File: src/rtl/piso_shift_register_pkg.sv
// Shared definitions for the parallel-in / serial-out shift register.
package piso_shift_register_pkg;

    localparam int unsigned PISO_DEFAULT_WIDTH = 8;

    typedef enum logic {
        PISO_MODE_SHIFT = 1'b0,
        PISO_MODE_LOAD  = 1'b1
    } piso_mode_t;

endpackage : piso_shift_register_pkg

File: src/rtl/piso_shift_register.sv
// Parallel-in / serial-out shift register, LSB first, with serial fill into the MSB.
// Define PISO_SHIFT_REGISTER_PAROUT_EN to expose the full register on parallelOut.
module piso_shift_register
    import piso_shift_register_pkg::*;
#(
    parameter int unsigned WIDTH = PISO_DEFAULT_WIDTH
) (
    input  logic             clk,
    input  logic             reset,
    input  logic [WIDTH-1:0] parallelIn,
    input  logic             serialIn,
    input  logic             mode,
`ifdef PISO_SHIFT_REGISTER_PAROUT_EN
    output logic [WIDTH-1:0] parallelOut,
`endif
    output logic             serialOut
);

    logic [WIDTH-1:0] r_sr;
    piso_mode_t       w_mode;

    assign w_mode = piso_mode_t'(mode);

    // Load replaces the whole word; shift drops bit 0 and fills the MSB.
    always_ff @(posedge clk or negedge reset) begin
        if (!reset) begin
            r_sr <= '0;
        end else if (w_mode == PISO_MODE_LOAD) begin
            r_sr <= parallelIn;
        end else begin
            r_sr <= {serialIn, r_sr[WIDTH-1:1]};
        end
    end

    assign serialOut = r_sr[0];

`ifdef PISO_SHIFT_REGISTER_PAROUT_EN
    assign parallelOut = r_sr;
`endif

endmodule : piso_shift_register

File: config.mk
export PLATFORM = sky130hd
export DESIGN_NAME = piso_shift_register
export DESIGN_NICKNAME = d
export VERILOG_FILES = /design/src/rtl/piso_shift_register_pkg.sv /design/src/rtl/piso_shift_register.sv
export SDC_FILE = /design/constraint.sdc
export NUM_CORES = 1
export LEC_CHECK = 0
export CORE_AREA = 2 2 39 41
export DETAILED_ROUTE_END_ITERATION = 10
export DIE_AREA = 0 0 41 43
export SKIP_CTS_REPAIR_TIMING = 1
export SYNTH_ARGS = -nofsm -noshare
export SYNTH_HDL_FRONTEND = slang
export SYNTH_SLANG_ARGS = --single-unit
File: constraint.sdc
create_clock -name clk -period 1.15 [get_ports clk]
set_clock_uncertainty 0.2 [all_clocks]
set_input_delay 0.2875 -clock clk [delete_from_list [all_inputs] [get_ports clk]]
set_output_delay 0.2875 -clock clk [all_outputs]
set_load 0.02 [all_outputs]
Yosys cells after proc, flatten, opt, wreduce, memory -nomap -nowiden

Cells that the tools add are included.

Bits in registers: 8
Input bits: 12
Output and inout bits: 1
Logic and storage cells: 2

Multiplexer cells: 1

Operators by type and width:

| cell   | number |
|---|---|
| $mux 8 | 1 |

Logic depth before layout (Yosys ltp)

Word-level depth: 1
Gate-level depth with buffers: 2
Mapped depth without buffers: 1

Least setup slack after synthesis

Ideal clock, no wire load.

Path kind: in2reg
From: in mode
To: reg r_sr[0]
Setup time: 0.125 ns
Arrival time: 0.704 ns
Data required time: 0.825 ns
Setup slack: 0.120 ns
Stages on the path: 2
Buffers on the path: 1
Cells stage by stage: buf_6 mux2_4

Longest elaborated chain between the ends: 1

Ends and longest elaborated chain:

| item                 | line                      | text |
|---|---|---|
| start, declared      | piso_shift_register.sv:12 | `input logic mode,` |
| $mux 8               | piso_shift_register.sv:28 | `end else if (w_mode == PISO_MODE_LOAD) begin` |
| end signal, assigned | piso_shift_register.sv:29 | `r_sr <= parallelIn;` |
| end signal, assigned | piso_shift_register.sv:31 | `r_sr <= {serialIn, r_sr[WIDTH-1:1]};` |
| end, declared        | piso_shift_register.sv:19 | `logic [WIDTH-1:0] r_sr;` |

Every way passes these cells.

Worst setup path after layout

From: reg r_sr[0]
To: out serialOut

RTL lines:

| item          | line                      | text |
|---|---|---|
| end, declared | piso_shift_register.sv:16 | `output logic serialOut` |

No word-level cell between the ends.

==> flow_summary.ini <==
[grt]
overflow = 0
grt_pass1_vias = 224
grt_usage_pct = 7.61
grt_max_degree = 9
antenna_found_initial = 0
grt_first_pass_wirelength_um = 869

[yosys]
synth-main-ff-cell = dfrtp_1
yosys-top-cells-count = 8 x dfrtp_1, 8 x mux2_4, 1 x buf_6
synth_warnings = 0
yosysSeqAreaShare_pct = 60.4
syn_avg_cell_area_um2 = 19.5
synthTopCellsByArea = dfrtp_1 60%, mux2_4 36%, buf_6 3.4%
synth_async_sr_flop_share_pct = 100
synth_top_area_share_pct = 60.4
synth-edff-count = 0
syn_area_um2 = 332
syn_nets = 29
ys_types = 3
yosys_register_bits = 8
synth_top_area_cell = dfrtp_1
synth_cells = 17

[routing]
drc = 0
wire_per_inst_um = 11.0
dr.pass1.iters = 3
dr.first_iter.drc_count = 2
viasPerCell = 3.94
num_vias = 189
drt.antenna.violating_nets = 0
wl_um = 527

[layout]
utilization_pct = 36.2
fillers = 130
ff_latch_area_um2 = 200
stdcell_count = 48
final_nets = 46
largest_register_ffs = 8
multiInputGateArea_um2 = 120
areaGrowthSynthToFinish_pct = 50.9
regMostFlops = r_sr
largestRegisters = r_sr: 8 flops
antenna_cells = 0
drive_gt1_share_pct = 40.6

[outcome]
status = finished with violations
violations = negative setup slack

[clock_network]
clk_pin_slew_ns = 0.05
cts_tree = done
root_buffer = clkbuf_4
htree_num_levels = 1
clk-insertion-delay-late_ns = 0.24
clockBufferDepth = 2
numCtsBuffers = 3
numClockSinks = 8

[pwr]
p_leak_uw = 0.000238
power_density_nw_per_um2 = 1260
vdd_drop_max_mv = 0.536

[setup_path]
path_depth = 1
crit_fanout = 1
ff2ff_path_depth = 1
crit_path_end = serialOut
crit_buf_inv = 1
worst_ep_required_time_ns = 0.66
r2r-start = r_sr[2]
crit_start = r_sr[0]
critPathCaptureType = output port
max_stage_delay_ns = 0.36
crit_path_top_delay_cell = dfrtp_1
rrSetupSlack_ns = 0.21
cp-start-kind = flop
cp_top_family = flip-flops
arrival_ns = 0.75
r2r-end = r_sr[1]
worst-setup-path-type = reg2out
crit_chain = buf_2

[floorplan]
start_util_pct = 24.0
core_area_um2 = 1380
die_w_um = 41
rows = 14
die_area_um2 = 1760
die_h_um = 43
boundaryPins = 13

[sta]
whs_ns = 0.115
period_share_pct = 108
slew_headroom_pct = 76.7
setup_ws_ns = -0.0922
slew_violations = 0
rsz0062_at_grt = true
setup_tns_ns = -0.0922
tightest_slew_ns = 0.349
finalSetupViolations = 1
finalHoldViolCount = 0
final.min_clock_period_ns = 1.24
max_freq_mhz = 805

[run]
maxCapViolCount = 0

[place]
place_congestion = 0.624
dp_slack_ns = -0.416
dp.cells = 45
io_buffers = 12

[worst_hold_path]
hold_path.class = in2async
-- routing by layer --
layer,track usage [%],vias to the layer above,share of wire (%)
met5,0,-,0
met1,9.33,88,43
met4,8.00,0,0
met2,10.0,13,43
li1,-,88,-
met3,1.57,0,14
-- cell families after synthesis --
| kind of cell | Yosys count | synth area share, % |
|---|---|---|
| buffers and inverters | 1 | 3.40 |
| flip-flops | 8 | 60.4 |
| multiplexers | 8 | 36.2 |
-- metrics by stage --
step	cell area [um^2]	total power, uW
after floorplan	332	376
after global placement	480	435
after detailed placement	480	437
after CTS	503	647
after global routing	500	673
final	500	631
-- how the worst min path moves through the flow --
| stage | to | slack, ns | depth (start not counted) |
|---|---|---|---|
| after global placement | r_sr[3] | 0.27 | 1 |
| after global routing | r_sr[2] | 0.15 | 1 |
| after floorplan | r_sr[0] | -0.21 | 0 |
| after detailed placement | r_sr[3] | 0.27 | 1 |
| final | r_sr[3] | 0.11 | 1 |
| after CTS | r_sr[3] | 0.12 | 1 |
-- report_power, final --
part,leakage [uW],internal (uW),switching (uW)
logic,0.000131,80.5,30.8
registers,0.0000933,308,7.20
clock network,0.0000138,119,85.6
-- final cells by class --
type,instances,share of cell area [%]
Clock buffer,3,4.50
Tap cell,16,4.00
Timing Repair Buffer,13,27.5
Multi-Input combinational cell,8,24.0
Sequential cell,8,40.0
-- layout by cell type, fill, tap and decap left out --
cell             instances
clkdlybuf4s50_1         10
buf_12                   1
clkbuf_4                 3
buf_2                    1
dlymetal6s2s_1           1
dfrtp_1                  8
mux2_4                   8
Power figures use the tool's default switching activity.
==> RTL change: new RTL, same flow settings <==
The option `PISO_SHIFT_REGISTER_PAROUT_EN` is turned on by a define.
--- a/src/rtl/piso_shift_register.sv
+++ b/src/rtl/piso_shift_register.sv
@@ -1,4 +1,6 @@
 // Parallel-in / serial-out shift register, LSB first, with serial fill into the MSB.
 // Define PISO_SHIFT_REGISTER_PAROUT_EN to expose the full register on parallelOut.
+`define PISO_SHIFT_REGISTER_PAROUT_EN
+
 module piso_shift_register
     import piso_shift_register_pkg::*;
Function (old outputs only; new: parallelOut): kept (Yosys induction, for registers that start in step).
==> RTL change against the original RTL <==
The flow still finishes with violations (negative setup slack). Routed wire length up 43%. Final cell count up 25%. Area after synthesis up 2.3%. Sequential cell count unchanged. Die area unchanged. Setup slack worse by 24 ps. Non-clock buffer count up 12. Global-route usage up 2.2 points. Design area up 25%. Via count up 29%. Count of clock-buffer cells in the layout unchanged.
Power is not compared: it rests on default switching activity, and its combinational part moved more than twofold at a synthesized area within 25%.
==> RTL change: results (changes against the original RTL) <==
routing:
  viasPerCell: 4.07  # was 3.94
  wirelength_microns: 755  # was 527 microns
  drt_first_pass_iters: 1  # was 3
  detail_route.wl_per_cell_microns: 12.6  # was 11.0 microns
  initialDrtViolationCount: 0  # was 2
run_status:
  violations: "negative setup slack"  # unchanged
  status: "finished with violations"  # unchanged
sta:
  setup_violations: 9  # was 1
  fin_tns_setup_ps: -962  # was -92.2 ps
  finalWorstSetupSlack_ps: -116  # was -92.2 ps
  tightestPinTransition_ps: 357  # was 349 ps
final_layout:
  area_growth_pct: 84.9  # was 50.9%
  fill_cells: 134  # was 130
  drive_gt1_share_pct: 56.8  # was 40.6%
  layout.nets: 58  # was 46
logic_synthesis:
  synthTopCellsByCount: "dfrtp_1, mux2_4, buf_4, buf_6"  # was dfrtp_1, mux2_4, buf_6
  ys_seq_area_share_pct: 59.0  # was 60.4%
  ys_warn_count: 0  # unchanged
  synth-main-ff-cell: "dfrtp_1"  # unchanged
  synth_cells: 18  # was 17
  synth_cell_types: 4  # was 3
  synth_nets: 30  # was 29
  synth_area_leaders: "dfrtp_1, mux2_4, buf_6"  # unchanged
global_route:
  grt_pass1_wl_microns: 1120  # was 869 microns
  gr-usage-all-layers_pct: 9.84  # was 7.61%
  grt_pass1_vias: 294  # was 224
critical_path:
  critical_path.top_delay_family: "flip-flops"  # unchanged
  cp_max_fo: 2  # was 1
  max_stage_delay_ps: 400  # was 360 ps
cts:
  cts_root_buf: "clkbuf_4"  # unchanged
  clkTransAtPathRegs_ps: 50  # about the same
placement:
  portBuffers: 20  # was 12
  dp_slack_ps: -410  # was -416 ps
  dp.cells: 56  # was 45
  place_area_sq_um: 583  # was 480 sq um
RTL change: changes by cell type after synthesis:
| cell | unedited run | this run |
|---|---|---|
| buf_4 | 0 | 1 |
RTL change: layer usage:
layer | track usage [%] | wire [microns] | vias up
met3 | 3.66 | 111 | 0
li1 | - | - | 113
met1 | 9.97 | 298 | 110
met2 | 15.9 | 345 | 21
met5 | 0 | 0 | -
met4 | 6.00 | 0 | 0
RTL change: final timing paths:
check / start / endpoint / slack (ps) / cells past startpoint
setup / recovery: parallelOut[6] / parallelOut[6] / -120 / 1
hold / removal: reset / parallelOut[2] / 120 / 1
setup reg to reg: parallelOut[2] / parallelOut[1] / 50 / 2
hold reg to reg: parallelOut[5] / parallelOut[4] / 340 / 1
max in group asynchronous: reset / parallelOut[6] / 370 / 1
min in group clk: mode / parallelOut[4] / 300 / 3
RTL change: power by group:
| part | switching, W | internal (W) |
|---|---|---|
| Clock | 0.0000827 | 0.000119 |
| Combinational | 0.0000796 | 0.000150 |
| Sequential | 0.0000209 | 0.000309 |
RTL change: kinds of logic (layout without fill, tap and decap cells):
family | count (synthesis) | after routing | share of synthesized area (%)
multiplexers | 8 | 8 | 35.4
flip-flops | 8 | 8 | 59.0
buffers and inverters | 2 | 28 | 5.54
RTL change: layout make-up:
type / count / area share, %
Timing Repair Buffer: 25 / 42.1
Sequential cell: 8 / 31.9
Multi-Input combinational cell: 8 / 19.2
Clock buffer: 3 / 3.59
Tap cell: 16 / 3.19
